[src/rtl/seq_adder_pkg.sv]
// Shared definitions for the sequential chunked adder: FSM state encoding
// and elaboration-time helpers for chunk count and chunk-index width.
package seq_adder_pkg;

    typedef enum logic [1:0] {
        IDLE = 2'd0,
        RUN  = 2'd1,
        DONE = 2'd2
    } state_t;

    // Number of chunks per operand; guarded so a bad CHUNK does not divide by zero
    function automatic int calc_nch(input int width, input int chunk);
        return (chunk < 1) ? 1 : width / chunk;
    endfunction

    // Chunk index width, never narrower than one bit so NCH=1 still has a counter
    function automatic int calc_idx_w(input int nch);
        return (nch <= 1) ? 1 : $clog2(nch);
    endfunction

endpackage

[src/rtl/seq_chunk_adder_rca_chunk.sv]
// rca_chunk: purely combinational CHUNK-bit ripple-carry chain of full adders.
module rca_chunk #(
    parameter int CHUNK = 4
) (
    input  logic [CHUNK-1:0] x,
    input  logic [CHUNK-1:0] y,
    input  logic             ci,
    output logic [CHUNK-1:0] s,
    output logic             co
);

    logic [CHUNK:0] w_c;

    assign w_c[0] = ci;

    for (genvar i = 0; i < CHUNK; i++) begin : g_fa
        assign s[i]     = x[i] ^ y[i] ^ w_c[i];
        assign w_c[i+1] = (x[i] & y[i]) | (w_c[i] & (x[i] ^ y[i]));
    end

    assign co = w_c[CHUNK];

endmodule

[src/rtl/seq_chunk_adder.sv]
// seq_chunk_adder: WIDTH-bit add/subtract computed CHUNK bits per cycle with
// the carry held in a register between chunks. valid/ready on both sides.
// Optional signed-overflow output enabled by defining SEQ_CHUNK_ADDER_OVF_EN;
// without it ovf is tied low and the port is kept.
module seq_chunk_adder
    import seq_adder_pkg::*;
#(
    parameter int WIDTH = 16,
    parameter int CHUNK = 4
) (
    input  logic             clk,
    input  logic             rst,
    input  logic             in_valid,
    output logic             in_ready,
    input  logic [WIDTH-1:0] a,
    input  logic [WIDTH-1:0] b,
    input  logic             cin,
    input  logic             sub,
    output logic             out_valid,
    input  logic             out_ready,
    output logic [WIDTH-1:0] sum,
    output logic             cout,
    output logic             ovf
);

    localparam int NCH   = calc_nch(WIDTH, CHUNK);
    localparam int IDX_W = calc_idx_w(NCH);

    if ((CHUNK < 1) || (WIDTH < 1) || ((WIDTH % ((CHUNK < 1) ? 1 : CHUNK)) != 0)) begin : g_bad_cfg
        $error("seq_chunk_adder: WIDTH must be a positive multiple of CHUNK, CHUNK >= 1");
    end

    state_t             r_state;
    state_t             w_next;
    logic [WIDTH-1:0]   r_a;
    logic [WIDTH-1:0]   r_b;
    logic               r_c;
    logic [IDX_W-1:0]   r_k;
    logic [WIDTH-1:0]   r_sum;
    logic               r_cout;
    logic [CHUNK-1:0]   w_x;
    logic [CHUNK-1:0]   w_y;
    logic [CHUNK-1:0]   w_s;
    logic               w_co;
    logic               w_last;
    logic               w_accept;

    assign w_x      = r_a[int'(r_k)*CHUNK +: CHUNK];
    assign w_y      = r_b[int'(r_k)*CHUNK +: CHUNK];
    assign w_last   = (r_k == IDX_W'(NCH - 1));
    assign w_accept = in_valid && (r_state == IDLE);

    rca_chunk #(
        .CHUNK (CHUNK)
    ) u_rca (
        .x  (w_x),
        .y  (w_y),
        .ci (r_c),
        .s  (w_s),
        .co (w_co)
    );

    // Next-state logic: accept only in IDLE, leave DONE only on consumer handshake
    always_comb begin
        w_next = r_state;
        unique case (r_state)
            IDLE:    if (in_valid)  w_next = RUN;
            RUN:     if (w_last)    w_next = DONE;
            DONE:    if (out_ready) w_next = IDLE;
            default: w_next = IDLE;
        endcase
    end

    // State register
    always_ff @(posedge clk) begin
        if (rst) r_state <= IDLE;
        else     r_state <= w_next;
    end

`ifdef SEQ_CHUNK_ADDER_OVF_EN
    logic r_ovf;
`endif

    // Datapath: latch operands (B inverted for subtract), then one chunk per RUN cycle
    always_ff @(posedge clk) begin
        if (rst) begin
            r_a    <= '0;
            r_b    <= '0;
            r_c    <= 1'b0;
            r_k    <= '0;
            r_sum  <= '0;
            r_cout <= 1'b0;
`ifdef SEQ_CHUNK_ADDER_OVF_EN
            r_ovf  <= 1'b0;
`endif
        end else begin
            if (w_accept) begin
                r_a <= a;
                r_b <= sub ? ~b : b;
                r_c <= sub ? ~cin : cin;
                r_k <= '0;
            end else if (r_state == RUN) begin
                r_sum[int'(r_k)*CHUNK +: CHUNK] <= w_s;
                r_c <= w_co;
                r_k <= r_k + IDX_W'(1);
                if (w_last) begin
                    r_cout <= w_co;
`ifdef SEQ_CHUNK_ADDER_OVF_EN
                    // Last chunk's top sum bit is the result MSB
                    r_ovf  <= (r_a[WIDTH-1] == r_b[WIDTH-1]) && (w_s[CHUNK-1] != r_a[WIDTH-1]);
`endif
                end
            end
        end
    end

    assign in_ready  = (r_state == IDLE);
    assign out_valid = (r_state == DONE);
    assign sum       = r_sum;
    assign cout      = r_cout;
`ifdef SEQ_CHUNK_ADDER_OVF_EN
    assign ovf       = r_ovf;
`else
    assign ovf       = 1'b0;
`endif

endmodule

[config.mk]
export PLATFORM = sky130hd
export DESIGN_NAME = seq_chunk_adder
export DESIGN_NICKNAME = d
export VERILOG_FILES = /design/src/rtl/seq_adder_pkg.sv /design/src/rtl/seq_chunk_adder_rca_chunk.sv /design/src/rtl/seq_chunk_adder.sv
export SDC_FILE = /design/constraint.sdc
export NUM_CORES = 1
export LEC_CHECK = 0
export ABC_AREA = 1
export CAP_MARGIN = 15
export CORE_UTILIZATION = 30
export CTS_BUF_LIST = sky130_fd_sc_hd__clkbuf_8
export DETAILED_ROUTE_END_ITERATION = 10
export HOLD_SLACK_MARGIN = 0.03
export PLACE_DENSITY = 0.62
export SLEW_MARGIN = 20
export SYNTH_ARGS = -nofsm -noshare
export SYNTH_HDL_FRONTEND = slang
export SYNTH_SLANG_ARGS = --single-unit
[constraint.sdc]
create_clock -name clk -period 3.85 [get_ports clk]
set_input_delay 1.155 -clock clk [delete_from_list [all_inputs] [get_ports clk]]
set_output_delay 1.155 -clock clk [all_outputs]
set_load 0.05 [all_outputs]
==> flow_summary.json <==
{
  "rsz0062_at_grt": "no",
  "p_leak_nw": 1.41,
  "avgSynthCellArea_sq_um": 7.12,
  "antenna_found_initial": 0,
  "yosysTopAreaCellShare": 0.411,
  "fin_skew_ps": 7.78,
  "wl_per_cell_microns": 11.1,
  "drc": 0,
  "dpl-instance-area_sq_um": 3250,
  "n_fill_cell": 887,
  "tritoncts": "done",
  "firstDrtPassIters": 6,
  "die-area_sq_um": 9140,
  "grt_remaining_overflow": 0,
  "areaGrowthSynthToFinish_pct": 28.0,
  "hold_start": "sum[13]",
  "path_max_fanout": 14,
  "detail_route.vias_per_cell": 4.50,
  "peakVddDrop_v": 0.000160,
  "ys_seq_elements": 54,
  "layout_common_cells": "nor2_1, nand2_1, clkdlybuf4s50_1",
  "clock.fmax_mhz": 320,
  "ant_nets": 0,
  "maxCapViolations": 0,
  "synth_area_leader_cell": "dfxtp_1",
  "rrSetupSlack_ps": 720,
  "num-nets-final": 466,
  "synth_cell_type_count": 25,
  "h-tree-depth": 2,
  "grt_usage": 0.137,
  "seq_area_frac_synth": 0.411,
  "grt_pass1_vias": 2223,
  "ys_top_cells_by_area": "dfxtp_1, nor2_1, nand2_1",
  "syn-cell-area_sq_um": 2630,
  "stdcell_area_sq_um": 3360,
  "port_buffers": 56,
  "cp_data_arrival_time_ps": 3370,
  "hold_viol": 0,
  "relSlewSlack": 0.417,
  "wl_microns": 5820,
  "start_kind": "flip-flop",
  "drtIter0Drc": 83,
  "path_class": "flip-flop to flip-flop",
  "via_count": 2360,
  "clock_latency_ps": 300,
  "numCtsBuffers": 5,
  "fin_crit_sh": 0.813,
  "die_w_microns": 95.6,
  "period_needed_ps": 3130,
  "grt_pass1_wl_microns": 9840,
  "power_density_nw_per_um2": 373,
  "hold_buffers": 0,
  "final_common_cell": "nor2_1",
  "finalMaxSlewViolations": 0,
  "seqCellArea_sq_um": 1080,
  "die_h_microns": 95.6,
  "grt_max_degree": 28,
  "finalSetupViolCount": 0,
  "worstSetupEndpointType": "flip-flop",
  "num_io_pins": 58,
  "multi_input_area_sq_um": 1340,
  "post_cts_resize_count": 0,
  "drive_above_1_share": 0.0406,
  "clockBufferDepth": 2,
  "required_ps": 4090,
  "rows": 33,
  "hold-path-cell-count": 2,
  "place_hpwl_microns": 4470,
  "clk_pin_slew_ps": 90,
  "coreArea_sq_um": 8340,
  "r2r-end": "sum[7]",
  "rr_worst_depth": 14,
  "cts_root_buffer": "clkbuf_8",
  "routabilityCongestion": 0.801,
  "hold_path_class": "flip-flop to flip-flop",
  "finalSetupTns_ps": 0,
  "outcome": "complete, no violations",
  "antenna_cells": 0,
  "yosysWarningCount": 0,
  "post_cts.repair.setup_buffers": 0,
  "synth_cells": 369,
  "rr_startpoint": "r_k[0]",
  "holdPathEnd": "sum[13]",
  "start_util": 0.315,
  "worst_pin_slew_ps": 871,
  "clock-sinks": 54,
  "synth_nets": 417
}
==> power by group <==
part           switching [mW]  total, mW  internal [mW]
combinational           0.157      0.270          0.113
sequential             0.0198      0.616          0.596
clock                   0.177      0.369          0.192
total                   0.354       1.25          0.900
==> through the flow <==
stage / worst slack (ps) / hold WS, ps / cells / power, mW / utilization
floorplan: 843 / 444 / 369 / 0.806 / -
finish: 721 / 475 / 524 / 1.25 / 0.403
global placement: 887 / 456 / 516 / 0.893 / 0.390
global route: 501 / 503 / 524 / 1.33 / 0.403
detailed placement: 792 / 463 / 516 / 0.900 / 0.390
CTS: 755 / 477 / 524 / 1.27 / 0.403
==> cells in the mapped netlist <==
cell,instances
nor2_1,83
nand2_1,73
dfxtp_1,54
o21ai_0,48
inv_1,27
a21oi_1,17
xor2_1,12
nand3_1,8
clkbuf_1,6
ha_1,6
buf_2,5
buf_4,5
xnor2_1,5
fa_1,4
o22ai_1,4
nor2_4,2
o21ai_1,2
clkbuf_2,1
clkbuf_4,1
clkinv_1,1
conb_1,1
inv_2,1
nand2_2,1
nand2_4,1
nor2_2,1
==> kinds of logic after synthesis <==
family	after synthesis	synth area share
and+or+nand+nor	169	0.256
AOI/OAI and AO/OA	71	0.137
xor gates and xnor gates	17	0.0567
buffers and inverters	47	0.0786
DFF	54	0.411
other	1	0.00143
adders and majority gates	10	0.0590
==> critical path: stages (launching register included) <==
cell	delay [ps]
dfxtp_1	330
inv_1	300
a21oi_1	110
o21ai_0	90
nand2_1	90
fa_1	380
fa_1	390
fa_1	410
fa_1	540
nand2_1	80
nor2_1	130
nand2_1	60
nand2_1	60
inv_1	30
nor2_1	70
==> per-layer routing <==
metal	routed length [microns]	global-route usage	share of wire
met5	0	0	0
met4	46	0.0386	0.0079
met3	219	0.0207	0.038
met2	2810	0.251	0.48
met1	2750	0.164	0.47
==> layout make-up <==
class | count | area share
sequential | 54 | 0.322
timing repair buffer | 60 | 0.176
clock buffer | 5 | 0.0205
inverter | 29 | 0.0324
tap | 105 | 0.0391
multi-input combinational | 268 | 0.399
clock inverter | 3 | 0.0123
==> flip-flops by register name (all words and copies together) (netlist names) <==
name / count
r_state: 2
r_c: 1
r_b: 16
cout: 1
r_k: 2
sum: 16
r_a: 16
==> worst max path at each step <==
stage / endpoint / slack, ps / startpoint
after global placement: sum[7] / 890 / r_k[0]
after floorplan: sum[7] / 840 / r_k[0]
final: sum[7] / 720 / r_k[0]
after CTS: sum[7] / 760 / r_k[0]
after global routing: sum[7] / 500 / r_k[0]
after detailed placement: sum[7] / 790 / r_k[0]
(Power assumes the default switching activity.)
